## src/rtl/fetch_unit.sv

```systemverilog
// -----------------------------------------------------------------------------
// fetch_unit
// Instruction fetch controller for the RISC-V core. Holds the program counter,
// addresses a combinational instruction memory, and captures each returned word
// together with its PC into a small circular queue. The queue head goes to
// decode over a valid/ready handshake. Redirects (jumps/branches) and a
// halt/resume request from debug/control logic are also handled here.
//
// Ports
//   clock             : sole clock, rising edge
//   reset             : synchronous active-high reset
//   imem_address      : byte address to instruction memory (== current PC)
//   imem_instruction  : combinational read data for imem_address
//   redirect_valid    : one-cycle pulse requesting a PC change
//   redirect_target   : new PC, bits [1:0] forced to zero
//   out_valid         : queue head valid
//   out_ready         : decode accepts the head
//   out_instruction   : instruction at queue head
//   out_pc            : PC of queue head
//   halt_req          : level request to stop fetching
//   resume            : pulse to leave HALTED
//   halted            : high while in HALTED
//   fetch_count       : words pushed since reset, wraps modulo 2^32
// -----------------------------------------------------------------------------
module fetch_unit #(
    parameter logic [31:0] RESET_PC = 32'h0000_0000,
    parameter int          DEPTH    = 2
) (
    input  logic        clock,
    input  logic        reset,
    output logic [31:0] imem_address,
    input  logic [31:0] imem_instruction,
    input  logic        redirect_valid,
    input  logic [31:0] redirect_target,
    output logic        out_valid,
    input  logic        out_ready,
    output logic [31:0] out_instruction,
    output logic [31:0] out_pc,
    input  logic        halt_req,
    input  logic        resume,
    output logic        halted,
    output logic [31:0] fetch_count
);

    // DEPTH is 2 or 4, so the pointers are 1 or 2 bits and wrap naturally.
    localparam int PTR_W = (DEPTH > 2) ? 2 : 1;
    localparam int CNT_W = PTR_W + 1;
    localparam logic [CNT_W-1:0] FULL_CNT = CNT_W'(DEPTH);
    localparam logic [CNT_W-1:0] CNT_ONE  = {{(CNT_W-1){1'b0}}, 1'b1};
    localparam logic [PTR_W-1:0] PTR_ONE  = {{(PTR_W-1){1'b0}}, 1'b1};

    typedef enum logic [1:0] {
        ST_RUN    = 2'd0,
        ST_DRAIN  = 2'd1,
        ST_HALTED = 2'd2
    } state_e;

    state_e             state_q, state_d;
    logic [31:0]        pc_q, pc_d;
    logic [PTR_W-1:0]   rd_ptr_q, rd_ptr_d;
    logic [PTR_W-1:0]   wr_ptr_q, wr_ptr_d;
    logic [CNT_W-1:0]   count_q, count_d;
    logic [31:0]        fetch_count_q, fetch_count_d;
    logic               halted_q, halted_d;
    logic [31:0]        q_instr_q [DEPTH];
    logic [31:0]        q_pc_q    [DEPTH];

    logic               full_s;
    logic               pop_s;
    logic               fetch_s;
    logic               unused_tgt_s;

    // Low target bits are architecturally ignored.
    assign unused_tgt_s = ^redirect_target[1:0];

    // Handshake qualifiers: a redirect discards any pop and suppresses the push.
    always_comb begin
        full_s  = (count_q == FULL_CNT);
        pop_s   = (count_q != {CNT_W{1'b0}}) && out_ready && !redirect_valid;
        fetch_s = (state_q == ST_RUN) && !redirect_valid && !halt_req &&
                  (!full_s || pop_s);
    end

    // Next-state logic for PC, queue bookkeeping, fetch counter and FSM.
    always_comb begin
        pc_d          = pc_q;
        rd_ptr_d      = rd_ptr_q;
        wr_ptr_d      = wr_ptr_q;
        count_d       = count_q;
        fetch_count_d = fetch_count_q;
        state_d       = state_q;

        if (redirect_valid) begin
            pc_d     = {redirect_target[31:2], 2'b00};
            rd_ptr_d = {PTR_W{1'b0}};
            wr_ptr_d = {PTR_W{1'b0}};
            count_d  = {CNT_W{1'b0}};
        end else begin
            if (fetch_s) begin
                pc_d          = pc_q + 32'd4;
                wr_ptr_d      = wr_ptr_q + PTR_ONE;
                fetch_count_d = fetch_count_q + 32'd1;
            end else begin
                pc_d = pc_q;
            end
            if (pop_s) begin
                rd_ptr_d = rd_ptr_q + PTR_ONE;
            end else begin
                rd_ptr_d = rd_ptr_q;
            end
            case ({fetch_s, pop_s})
                2'b10:   count_d = count_q + CNT_ONE;
                2'b01:   count_d = count_q - CNT_ONE;
                default: count_d = count_q;
            endcase
        end

        case (state_q)
            ST_RUN: begin
                if (halt_req) begin
                    state_d = ST_DRAIN;
                end else begin
                    state_d = ST_RUN;
                end
            end
            ST_DRAIN: begin
                // Halt withdrawn takes precedence; otherwise halt once nothing
                // remains after this cycle's pop or flush.
                if (!halt_req) begin
                    state_d = ST_RUN;
                end else if (redirect_valid || (count_q == {CNT_W{1'b0}}) ||
                             ((count_q == CNT_ONE) && pop_s)) begin
                    state_d = ST_HALTED;
                end else begin
                    state_d = ST_DRAIN;
                end
            end
            ST_HALTED: begin
                if (resume && !halt_req) begin
                    state_d = ST_RUN;
                end else begin
                    state_d = ST_HALTED;
                end
            end
            default: state_d = ST_RUN;
        endcase

        halted_d = (state_d == ST_HALTED);
    end

    // State registers and queue storage.
    always_ff @(posedge clock) begin
        if (reset) begin
            state_q       <= ST_RUN;
            pc_q          <= {RESET_PC[31:2], 2'b00};
            rd_ptr_q      <= {PTR_W{1'b0}};
            wr_ptr_q      <= {PTR_W{1'b0}};
            count_q       <= {CNT_W{1'b0}};
            fetch_count_q <= 32'd0;
            halted_q      <= 1'b0;
            for (int i = 0; i < DEPTH; i++) begin
                q_instr_q[i] <= 32'd0;
                q_pc_q[i]    <= 32'd0;
            end
        end else begin
            state_q       <= state_d;
            pc_q          <= pc_d;
            rd_ptr_q      <= rd_ptr_d;
            wr_ptr_q      <= wr_ptr_d;
            count_q       <= count_d;
            fetch_count_q <= fetch_count_d;
            halted_q      <= halted_d;
            if (fetch_s) begin
                q_instr_q[wr_ptr_q] <= imem_instruction;
                q_pc_q[wr_ptr_q]    <= pc_q;
            end
        end
    end

    assign imem_address    = pc_q;
    assign out_valid       = (count_q != {CNT_W{1'b0}});
    assign out_instruction = q_instr_q[rd_ptr_q];
    assign out_pc          = q_pc_q[rd_ptr_q];
    assign halted          = halted_q;
    assign fetch_count     = fetch_count_q;

    fetch_unit_checker #(
        .DEPTH (DEPTH),
        .CNT_W (CNT_W)
    ) u_checker (
        .clock   (clock),
        .reset   (reset),
        .count_i (count_q),
        .push_i  (fetch_s),
        .pop_i   (pop_s)
    );

endmodule

// -----------------------------------------------------------------------------
// fetch_unit_checker
// Queue occupancy invariants for fetch_unit: no push into a full queue without
// a simultaneous pop, no pop from an empty queue, occupancy never above DEPTH.
// Ports: clock, reset, count_i (occupancy), push_i, pop_i.
// -----------------------------------------------------------------------------
module fetch_unit_checker #(
    parameter int DEPTH = 2,
    parameter int CNT_W = 2
) (
    input logic             clock,
    input logic             reset,
    input logic [CNT_W-1:0] count_i,
    input logic             push_i,
    input logic             pop_i
);

    localparam logic [CNT_W-1:0] FULL_CNT = CNT_W'(DEPTH);

    a_no_overflow: assert property (@(posedge clock) disable iff (reset)
        !(push_i && !pop_i && (count_i == FULL_CNT)));

    a_no_underflow: assert property (@(posedge clock) disable iff (reset)
        !(pop_i && (count_i == {CNT_W{1'b0}})));

    a_count_bound: assert property (@(posedge clock) disable iff (reset)
        (count_i <= FULL_CNT));

endmodule

```

## config.mk

```make
export PLATFORM = sky130hd
export DESIGN_NAME = fetch_unit
export DESIGN_NICKNAME = d
export VERILOG_FILES = /design/src/rtl/fetch_unit.sv
export SDC_FILE = /design/constraint.sdc
export NUM_CORES = 1
export LEC_CHECK = 0
export ABC_AREA = 1
export BUFFER_PORTS_ARGS = -buffer_cell sky130_fd_sc_hd__buf_4
export CORE_ASPECT_RATIO = 1.5
export CORE_MARGIN = 2
export CORE_UTILIZATION = 57
export CTS_BUF_LIST = sky130_fd_sc_hd__clkbuf_4
export CTS_CLUSTER_SIZE = 8
export DETAILED_ROUTE_END_ITERATION = 6
export GPL_TIMING_DRIVEN = 0
export PLACE_DENSITY_LB_ADDON = 0.05
export SYNTH_ARGS = -nofsm -noshare
export SYNTH_HDL_FRONTEND = slang
export SYNTH_SLANG_ARGS = --single-unit
export TNS_END_PERCENT = 20
```

## constraint.sdc

```tcl
create_clock -name clock -period 3.65 [get_ports clock]
set_input_delay 0.1825 -clock clock [delete_from_list [all_inputs] [get_ports clock]]
set_output_delay 0.1825 -clock clock [all_outputs]
set_load 0.005 [all_outputs]
```

==> impl_metrics.tcl, run 1 <==
set metrics [dict create \
    status "finished clean" \
    die_h_um 163 \
    crit_arrival_ns 3.07 \
    htreeDepth 4 \
    post-route-period-util_pct 78.6 \
    worstMarginPinSlew_ns 0.866 \
    switching_share_pct 27.7 \
    start_util_pct 57.9 \
    cellLeakagePower_nw 5.12 \
    power.density_nw_per_um2 338 \
    fin_crit_ns 2.87 \
    avgViaCountPerCell 5.17 \
    path_clk_slew_ns 0.18 \
    cp_common_cell "nand2_2" \
    rsz0062_at_grt "no" \
    insertion_delay_ns 0.57 \
    peakVddDrop_mv 0.198 \
    crit_chain "inv_1 -> ha_1 -> nor2_4 -> nand2_2 -> nand2_2 -> nand2_2 -> clkinv_2 -> nand3_2 -> buf_2 -> nand2_4" \
    routabilityCongestion 0.966 \
    nFillCells 1316 \
    p_seq_share_pct 59.5 \
    layout_common_cells "265 x nand2_1, 235 x nor2_1, 197 x buf_4, 134 x inv_1, 124 x edfxtp_1" \
    grt.total_usage_pct 30.8 \
    intPower_mw 3.01 \
    wl_per_cell_um 16.5 \
    synth_area_leader_cell "edfxtp_1" \
    pwr-share-comb_pct 12.6 \
    max_freq_mhz 349 \
    grt_pass1_vias 8539 \
    ant_nets 0 \
    drc 0 \
    syn_avg_cell_area_um2 8.47 \
    ys_seq_area_share_pct 53.3 \
    place_hpwl_mm 19.6 \
    max_stage_delay_ns 0.66 \
    worstPathRequired_ns 3.85 \
    io_pins 200 \
    slew_violations 0 \
    initialDrtViolationCount 542 \
    setup_tns_ns 0 \
    cts_tree "done" \
    setup_violations 0 \
    first_pass_iters 5 \
    switching_power_mw 1.16 \
    yosys-top-cells-area "edfxtp_1 39%, dfxtp_1 15%, nand2_1 10%" \
    yosysUniqueCellTypes 37 \
    relSlewSlack_pct 42.2 \
    hold_path_class "in2reg" \
    hold_viol_final 0 \
    regArea_um2 5120 \
    vias 8495 \
    clock-sinks 194 \
    criticalPathCategory "reg2reg" \
    cts_root_buffer "clkbuf_4" \
    power_frac_clock_pct 27.9 \
    yosys.area.top_type_share_pct 38.7 \
    grt_max_degree 63 \
    syn_inst 1136 \
    die_area_um2 17900 \
    io_buffers 191 \
    ys_warn_count 0 \
    placed_cells 1540 \
    die_x_um 110 \
    core_um2 16600 \
    drive_above_1_share_pct 23.2 \
    antenna_found_initial 2 \
    final_common_cell "nand2_1" \
    nets 1492 \
    worstSetupStartpointType "register" \
    clock_path_buffers 2 \
    ys_ff_latch 194 \
    post_cts_buffers 0 \
    grt_pass1_wl_mm 41.7 \
    crit_slowest_cell "nand2_4" \
    finClkSkew_ns 0.0315 \
    syn_area_um2 9620 \
    path_max_fanout 62 \
    fin_cells 1642 \
    cts_buffers 17 \
    overflow 0 \
    multiInputGateArea_um2 3760 \
    rows 58 \
    syn_to_final_growth_pct 28.1 \
    drv_cap 0 \
    crit_path_end_kind "register" \
    wl_mm 27.1 \
]
==> final timing paths <==
kind                       start         endpoint  slack (ns)  cells past startpoint
setup / recovery      count_q[0]    q_pc_q[1][30]        0.78                     10
hold / removal    redirect_valid  imem_address[5]        0.06                      6
setup reg to reg      count_q[0]    q_pc_q[1][30]        0.78                     10
hold reg to reg       count_q[0]       count_q[0]        0.50                      1
==> timing repair <==
action,in CTS,in global routing
hold endpoints to repair,100,0
hold buffers,68,0
gates resized for setup,0,0
==> worst max-delay path: cells and delay by family, from the launching register on <==
kind	cells	cell delay [ns]
fa+ha+maj	1	0.24
flops	1	0.41
simple gates	6	1.31
buf+inv	3	0.53
==> per-layer routing <==
metal	wire, um	global-route usage (%)	share of wire [%]	vias up
met5	0	0	0	-
met4	1250	14.9	4.6	0
met3	1570	5.43	5.8	67
met2	14700	57.2	54	263
met1	9620	32.7	35	3961
li1	-	-	-	4204
==> registers in the layout, summed over array words and instances, names as in the netlist, named ones only <==
register and count:
wr_ptr_q 1, halted 1, state_q 2, count_q 2, q_instr_q 64, fetch_count 32
rd_ptr_q 1, q_pc_q 60, imem_address 30
==> area by class of cell <==
class | count | area share (%)
sequential | 194 | 41.6
multi-input combinational | 764 | 30.6
timing repair buffer | 259 | 17.2
inverter | 137 | 4.18
tap | 210 | 2.13
buffer | 44 | 1.95
clock inverter | 14 | 1.27
clock buffer | 18 | 1.10
antenna | 2 | 0.0406
==> cells in the mapped netlist <==
master and number:
nor2_4 4, o21bai_1 2, mux2_2 62, nor2_1 235
o2111ai_1 1, nand4_1 2, buf_4 6, dfxtp_1 70
nor2_2 3, inv_2 1, buf_2 18, clkinv_1 1
nand3b_1 2, o21a_1 1, o21ai_0 25, inv_1 134
nand2_2 6, ha_1 5, conb_1 1, nor3_1 1
o21ai_1 13, buf_6 4, xor2_1 11, buf_1 3
a31oi_1 5, a22oi_1 2, clkinv_2 1, nand2_1 267
xnor2_1 1, and3_1 1, clkbuf_1 13, nand3_2 2
o211ai_1 3, edfxtp_1 124, a21oi_1 48, nand3_1 56
and2_1 2
==> through the flow <==
stage	setup WS [ns]	instance area (um^2)	power, mW	utilization (%)	hold slack (ns)
after detailed placement	0.816	11300	2.99	68.2	0.474
after global placement	-0.577	11300	2.98	68.2	0.464
final	0.781	12300	4.17	74.1	0.0581
after global routing	0.546	12300	4.32	74.1	0.0651
after floorplan	0.534	9630	2.74	-	0.337
after CTS	0.767	12300	4.18	74.1	0.0121
==> power groups by stage <==
stage	combinational (mW)	clock, mW	sequential [mW]
2_1_floorplan	0.226	0	2.51
3_3_place_gp	0.451	0	2.53
3_5_place_dp	0.461	0	2.53
4_1_cts	0.523	1.18	2.48
5_1_grt	0.575	1.25	2.49
6_report	0.527	1.16	2.48
==> logic make-up after synthesis <==
kind of cell	share of synthesized area (%)
fa+ha+maj	0.650
mux	7.26
xor+xnor	1.09
flops	53.3
buf+inv	7.86
simple gates	24.3
compound gates	5.52
other cells	0.0390
(Power assumes the default switching activity.)
==> run 2: changes to the inputs <==
--- a/config.mk
+++ b/config.mk
@@ -5,11 +5,11 @@
 export SDC_FILE = /design/constraint.sdc
 export NUM_CORES = 1
 export LEC_CHECK = 0
-export ABC_AREA = 1
+export ABC_AREA = 0
 export BUFFER_PORTS_ARGS = -buffer_cell sky130_fd_sc_hd__buf_4
 export CORE_ASPECT_RATIO = 1.5
 export CORE_MARGIN = 2
-export CORE_UTILIZATION = 57
+export CORE_UTILIZATION = 56
 export CTS_BUF_LIST = sky130_fd_sc_hd__clkbuf_4
 export CTS_CLUSTER_SIZE = 8
 export DETAILED_ROUTE_END_ITERATION = 6
==> constraint.sdc (replaced) <==
create_clock -name clock -period 2.8 [get_ports clock]
set_input_delay 0.14 -clock clock [delete_from_list [all_inputs] [get_ports clock]]
set_output_delay 0.14 -clock clock [all_outputs]
set_load 0.005 [all_outputs]
==> run 2 against run 1 <==
Against the previous run: die area down 5.3%; synthesized area down 7.1%; via count down 14%; largest cell class unchanged; worst hold slack worse by 0.0085 ns; highest routed layer unchanged; synthesized cell count down 29%; fmax up 5.2%; clock skew down 0.012 ns; sequential power up 31%; power up 32%; critical path depth down 3.
==> impl_metrics.tcl, run 2 <==
set metrics [dict create \
    synth_top_family_by_area "simple AND/OR/NAND/NOR gates" \
    drive_above_1_share_pct 28.8 \
    syn_to_final_growth_pct 32.3 \
    avgViaCountPerCell 5.60 \
    crit_path_end_kind "register" \
    clock-sinks 194 \
    worstMarginPinSlew_ns 1.10 \
    crit_slowest_cell "or4_1" \
    synthAdderAreaFrac_pct 0.700 \
    setup_violations 0 \
    power.density_nw_per_um2 465 \
    yosys-top-cells-area "edfxtp_1 42%, dfxtp_1 16%, and2_1 8.1%" \
    max_stage_delay_ns 0.47 \
    cts_tree "done" \
    htreeDepth 4 \
    synth_compound_area_share_pct 6.90 \
    path_max_fanout 16 \
    die_area_um2 17000 \
    fin_cells 1309 \
    initialDrtViolationCount 408 \
    synth_xor_area_share_pct 3.04 \
    cts_root_buffer "clkbuf_4" \
    hold_path_class "in2reg" \
    setup_tns_ns 0 \
    crit_chain "or4_1 -> buf_2 -> a21oi_2 -> buf_2 -> buf_4 -> nand2_4 -> nand2_8" \
    io_buffers 193 \
    status "finished clean" \
    hold_viol_final 0 \
    worst-r2r-setup-slack_ns 0.07 \
    intPower_mw 4.03 \
    synthSimpleGateAreaFrac_pct 20.3 \
    insertion_delay_ns 0.58 \
    synth_common_cells "124 x edfxtp_1, 116 x and2_1, 70 x dfxtp_1" \
    largest_register_ffs 64 \
    core_um2 15600 \
    criticalPathCategory "reg2reg" \
    grt_max_degree 24 \
    max_freq_mhz 367 \
    vias 7324 \
    ys_ff_latch 194 \
    drc 0 \
    largest_register "q_instr_q" \
    switching_power_mw 1.47 \
    use_met2_pct 51.7 \
    io_pins 200 \
    post-route-period-util_pct 97.4 \
    worstPathRequired_ns 3.09 \
    use_met1_pct 29.5 \
    ys.flop_type "edfxtp_1" \
    cellLeakagePower_nw 4.63 \
    syn_avg_cell_area_um2 11.1 \
    grt_pass1_vias 7366 \
    grt_pass1_wl_mm 37.1 \
    ys_warn_count 0 \
    synth_area_leader_cell "edfxtp_1" \
    synth-async-reset-ratio_pct 0 \
    layout_common_cells "198 x buf_4, 124 x edfxtp_1, 116 x and2_1, 70 x dfxtp_1, 69 x dlygate4sd3_1" \
    crit_arrival_ns 3.01 \
    grt.total_usage_pct 28.1 \
    grt.met3_usage_pct 6.28 \
    wl_per_cell_um 18.2 \
    nets 1167 \
    syn_inst 802 \
    peakVddDrop_mv 0.285 \
    overflow 0 \
    relSlewSlack_pct 26.4 \
    clock_path_buffers 2 \
    ys_seq_area_share_pct 57.4 \
    synth_edf_count 124 \
    placed_cells 1203 \
    routabilityCongestion 0.907 \
    post_cts_buffers 0 \
    start_util_pct 57.2 \
    p_seq_share_pct 59.0 \
    switching_share_pct 26.7 \
    fin_hold_ws_ns 0.0495 \
    slew_violations 0 \
    finClkSkew_ns 0.0194 \
    gr-max-usage-layer "met2" \
    yosys.area.top_type_share_pct 41.7 \
    cts_buffers 17 \
    die_h_um 159 \
    power_frac_clock_pct 28.5 \
    ant_nets 0 \
    fin_crit_ns 2.73 \
    place_hpwl_mm 16.5 \
    setup_ws_ns 0.0724 \
    synthMostInstantiatedCell "edfxtp_1" \
    pwr-share-comb_pct 12.5 \
    worstSetupStartpointType "register" \
    yosysUniqueCellTypes 51 \
    wl_mm 23.8 \
    cp_common_cell "buf_2" \
    syn_area_um2 8940 \
    drv_cap 0 \
    rows 56 \
    final_common_cell "buf_4" \
    first_pass_iters 7 \
    die_x_um 107 \
    post-place-ws_ns -0.414 \
    synth_mux_area_share_pct 8.29 \
    path_clk_slew_ns 0.17 \
    antenna_found_initial 1 \
    rsz0062_at_grt "no" \
]
## run 2: cell types whose count changed after synthesis, moves of 24 or more
cell	previous run	this run
inv_1	134	23
clkbuf_1	13	40
nand3_1	56	18
nor3_1	1	32
nand4_1	2	26
nand2_1	267	46
and2_1	2	116
nor2_1	235	51
## run 2: path summary, 6_finish.rpt
check | start | endpoint | cells after the start
min | redirect_valid | rd_ptr_q | 4
min reg2reg | fetch_count[31] | fetch_count[31] | 2
max | state_q[1] | q_pc_q[1][7] | 7
max reg2reg | state_q[1] | q_pc_q[1][7] | 7
## run 2: metal layers
metal	share of wire [%]	wire length [um]
met1	35	8410
met2	54	12800
met3	6.7	1590
met4	4.2	1000
met5	0	0
## run 2: repair_timing
| item | 4_1_cts | 5_1_grt |
|---|---|---|
| gates resized for setup | 10 | 7 |
| cloned | 4 | 0 |
| hold endpoints to repair | 97 | 0 |
| hold buffers | 69 | 0 |
| setup endpoints to repair | 124 | 49 |
| pin swaps | 2 | 1 |
## run 2: cell families (layout without fill, tap and decap cells)
logic type | count (synthesis) | after routing
buf+inv | 74 | 370
mux | 66 | 66
other cells | 1 | 5
flops | 194 | 194
compound gates | 95 | 96
simple gates | 336 | 339
xor+xnor | 31 | 31
fa+ha+maj | 5 | 5
## run 2: per-stage QoR
stage / power (mW) / instance area [um^2] / utilization [%]
floorplan: 3.55 / 8960 / -
detailed placement: 3.90 / 10700 / 68.6
global route: 5.69 / 11800 / 75.7
CTS: 5.52 / 11800 / 75.6
finish: 5.50 / 11800 / 75.7
global placement: 3.87 / 10700 / 68.2
## run 2: cell type report
class | count | area [um^2]
diodes | 1 | 2.50
plain buffers | 51 | 218
clock buffers | 17 | 128
clock inverters | 15 | 179
fillers | 1148 | 3800
inverters | 23 | 86.3
multi-input cells | 541 | 3650
flip-flops and latches | 194 | 5120
well taps | 203 | 254
repair buffers | 264 | 2190
## run 2: power groups by stage
| stage | clock network (mW) | logic [mW] | registers (mW) |
|---|---|---|---|
| 2_1_floorplan | 0 | 0.265 | 3.28 |
| 3_3_place_gp | 0 | 0.571 | 3.30 |
| 3_5_place_dp | 0 | 0.590 | 3.31 |
| 4_1_cts | 1.59 | 0.688 | 3.24 |
| 5_1_grt | 1.69 | 0.741 | 3.26 |
| 6_report | 1.57 | 0.688 | 3.24 |
## run 2: critical path, delay by kind of cell (launching register included)
kind | cells | cell delay (ns)
flops | 1 | 0.40
simple gates | 3 | 0.90
buf+inv | 3 | 0.79
compound gates | 1 | 0.34
==> run 3: changes to the inputs <==
--- a/config.mk
+++ b/config.mk
@@ -14,6 +14,7 @@
 export CTS_CLUSTER_SIZE = 8
 export DETAILED_ROUTE_END_ITERATION = 6
 export GPL_TIMING_DRIVEN = 0
+export HOLD_SLACK_MARGIN = 0.12
 export PLACE_DENSITY_LB_ADDON = 0.05
 export SYNTH_ARGS = -nofsm -noshare
 export SYNTH_HDL_FRONTEND = slang
==> constraint.sdc (replaced) <==
create_clock -name clock -period 3.1 [get_ports clock]
set_input_delay 0.155 -clock clock [delete_from_list [all_inputs] [get_ports clock]]
set_output_delay 0.155 -clock clock [all_outputs]
set_load 0.005 [all_outputs]
==> run 3 against run 2 <==
Against the previous run: die area did not move; sequential cell count stayed put; final cell count about the same; power down 9.9%; count of clock-buffer cells in the layout unchanged; clock skew grew 0.0049 ns; sequential share of layout area up 0.20 points; utilization down 0.35 points; wire length fell by 2.3%; worst setup slack improved by 0.084 ns; largest cell class unchanged.
==> impl_metrics.tcl, run 3 (synthesized netlist as in run 2, its figures left out) <==
set metrics [dict create \
    status "finished clean" \
    pwr-share-comb_pct 12.4 \
    peakVddDrop_mv 0.255 \
    placed_cells 1203 \
    drv_cap 0 \
    fin_crit_ns 2.94 \
    path_max_fanout 62 \
    io_buffers 193 \
    setup_violations 0 \
    relSlewSlack_pct 24.3 \
    hold_viol_final 0 \
    wl_mm 23.3 \
    crit_arrival_ns 3.16 \
    first_pass_iters 5 \
    place_hpwl_mm 16.5 \
    power_frac_clock_pct 28.5 \
    drc 0 \
    final_common_cell "buf_4" \
    syn_to_final_growth_pct 31.7 \
    rr_worst_depth 7 \
    cts_root_buffer "clkbuf_4" \
    grt_pass1_wl_mm 36.5 \
    die_h_um 159 \
    overflow 0 \
    cellLeakagePower_nw 4.61 \
    nFillCells 1151 \
    hold_path_class "in2reg" \
    largest_register "q_instr_q" \
    routabilityCongestion 0.907 \
    core_um2 15600 \
    cts_buffers 17 \
    antenna_found_initial 1 \
    criticalPathCategory "reg2reg" \
    worstPathRequired_ns 3.32 \
    p_seq_share_pct 59.1 \
    intPower_mw 3.64 \
    slew_violations 0 \
    nets 1166 \
    initialDrtViolationCount 485 \
    route.met3.wl_mm 1.55 \
    rows 56 \
    worstMarginPinSlew_ns 1.13 \
    wl_per_cell_um 17.8 \
    worst-r2r-setup-slack_ns 0.16 \
    path_clk_slew_ns 0.17 \
    switching_power_mw 1.32 \
    worstSetupStartpointType "register" \
    wl_met2_mm 12.5 \
    setup_tns_ns 0 \
    ant_nets 0 \
    die_x_um 107 \
    fin_cells 1308 \
    grt_max_degree 63 \
    finClkSkew_ns 0.0243 \
    cts_tree "done" \
    insertion_delay_ns 0.58 \
    avgViaCountPerCell 5.54 \
    min_path_cells 4 \
    max_freq_mhz 340 \
    io_pins 200 \
    drive_above_1_share_pct 28.1 \
    drt-met1-wl_mm 8.29 \
    start_util_pct 57.2 \
    post_cts_buffers 0 \
    htreeDepth 4 \
    clock-sinks 194 \
    fin_hold_ws_ns 0.176 \
    switching_share_pct 26.6 \
    grt_pass1_vias 7275 \
    power.density_nw_per_um2 421 \
    die_area_um2 17000 \
    grt.total_usage_pct 27.6 \
    clock_path_buffers 2 \
    largest_register_ffs 64 \
    post-route-period-util_pct 95.0 \
    top_layer "met4" \
    vias 7252 \
    layout_common_cells "197 x buf_4, 124 x edfxtp_1, 116 x and2_1, 71 x dlygate4sd3_1, 70 x dfxtp_1" \
    rsz0062_at_grt "no" \
    crit_path_end_kind "register" \
]
==> run 3: through the flow <==
stage	utilization (%)	instance area, um^2	power, mW	worst slack, ns
floorplan	-	8960	3.21	0.266
global placement	68.2	10700	3.50	-0.664
detailed placement	68.6	10700	3.52	-0.114
CTS	75.2	11800	4.98	0.0832
global route	75.3	11800	5.14	0.00978
finish	75.3	11800	4.95	0.156
==> run 3: power groups by stage <==
stage	Sequential (mW)	Combinational, mW	Clock, mW
4_1_cts	2.93	0.611	1.44
2_1_floorplan	2.97	0.239	0
3_3_place_gp	2.98	0.515	0
3_5_place_dp	2.99	0.533	0
6_report	2.93	0.613	1.41
5_1_grt	2.94	0.663	1.53
==> run 3: area by class of cell <==
cell class | instances | area (um^2) | area share (%)
diodes | 1 | 2.50 | 0.0213
plain buffers | 51 | 213 | 1.81
clock buffers | 17 | 128 | 1.08
clock inverters | 15 | 179 | 1.52
inverters | 23 | 86.3 | 0.733
multi-input cells | 538 | 3580 | 30.4
flip-flops and latches | 194 | 5120 | 43.5
well taps | 203 | 254 | 2.16
repair buffers | 266 | 2210 | 18.8
==> run 3: critical path, cell delays in order, from the launching register on <==
cell     delay [ns]
dfxtp_1        0.38
or4_1          0.46
buf_2          0.19
a21oi_4        0.25
buf_2          0.32
buf_2          0.33
nand2_1        0.19
nand2_8        0.43
==> run 3: timing repair <==
action / 4_1_cts / 5_1_grt
cloned: 1 / 0
hold buffers: 71 / 0
endpoints found under the hold margin: 99 / 0
resized for setup: 2 / 3
endpoints found under the setup margin: 81 / 48
pin swaps: 1 / 0
==> run 3: path summary, 6_finish.rpt <==
path | from | end
max | state_q[1] | q_pc_q[1][27]
min | out_ready | rd_ptr_q
max reg2reg | state_q[1] | q_pc_q[1][27]
min reg2reg | fetch_count[31] | fetch_count[31]
==> run 3: layer usage <==
layer  up-vias  GRT usage (%)
met5         -              0
met2       291           50.4
met1      3410           28.9
met4         0           12.8
met3        71           6.90
li1       3480              -
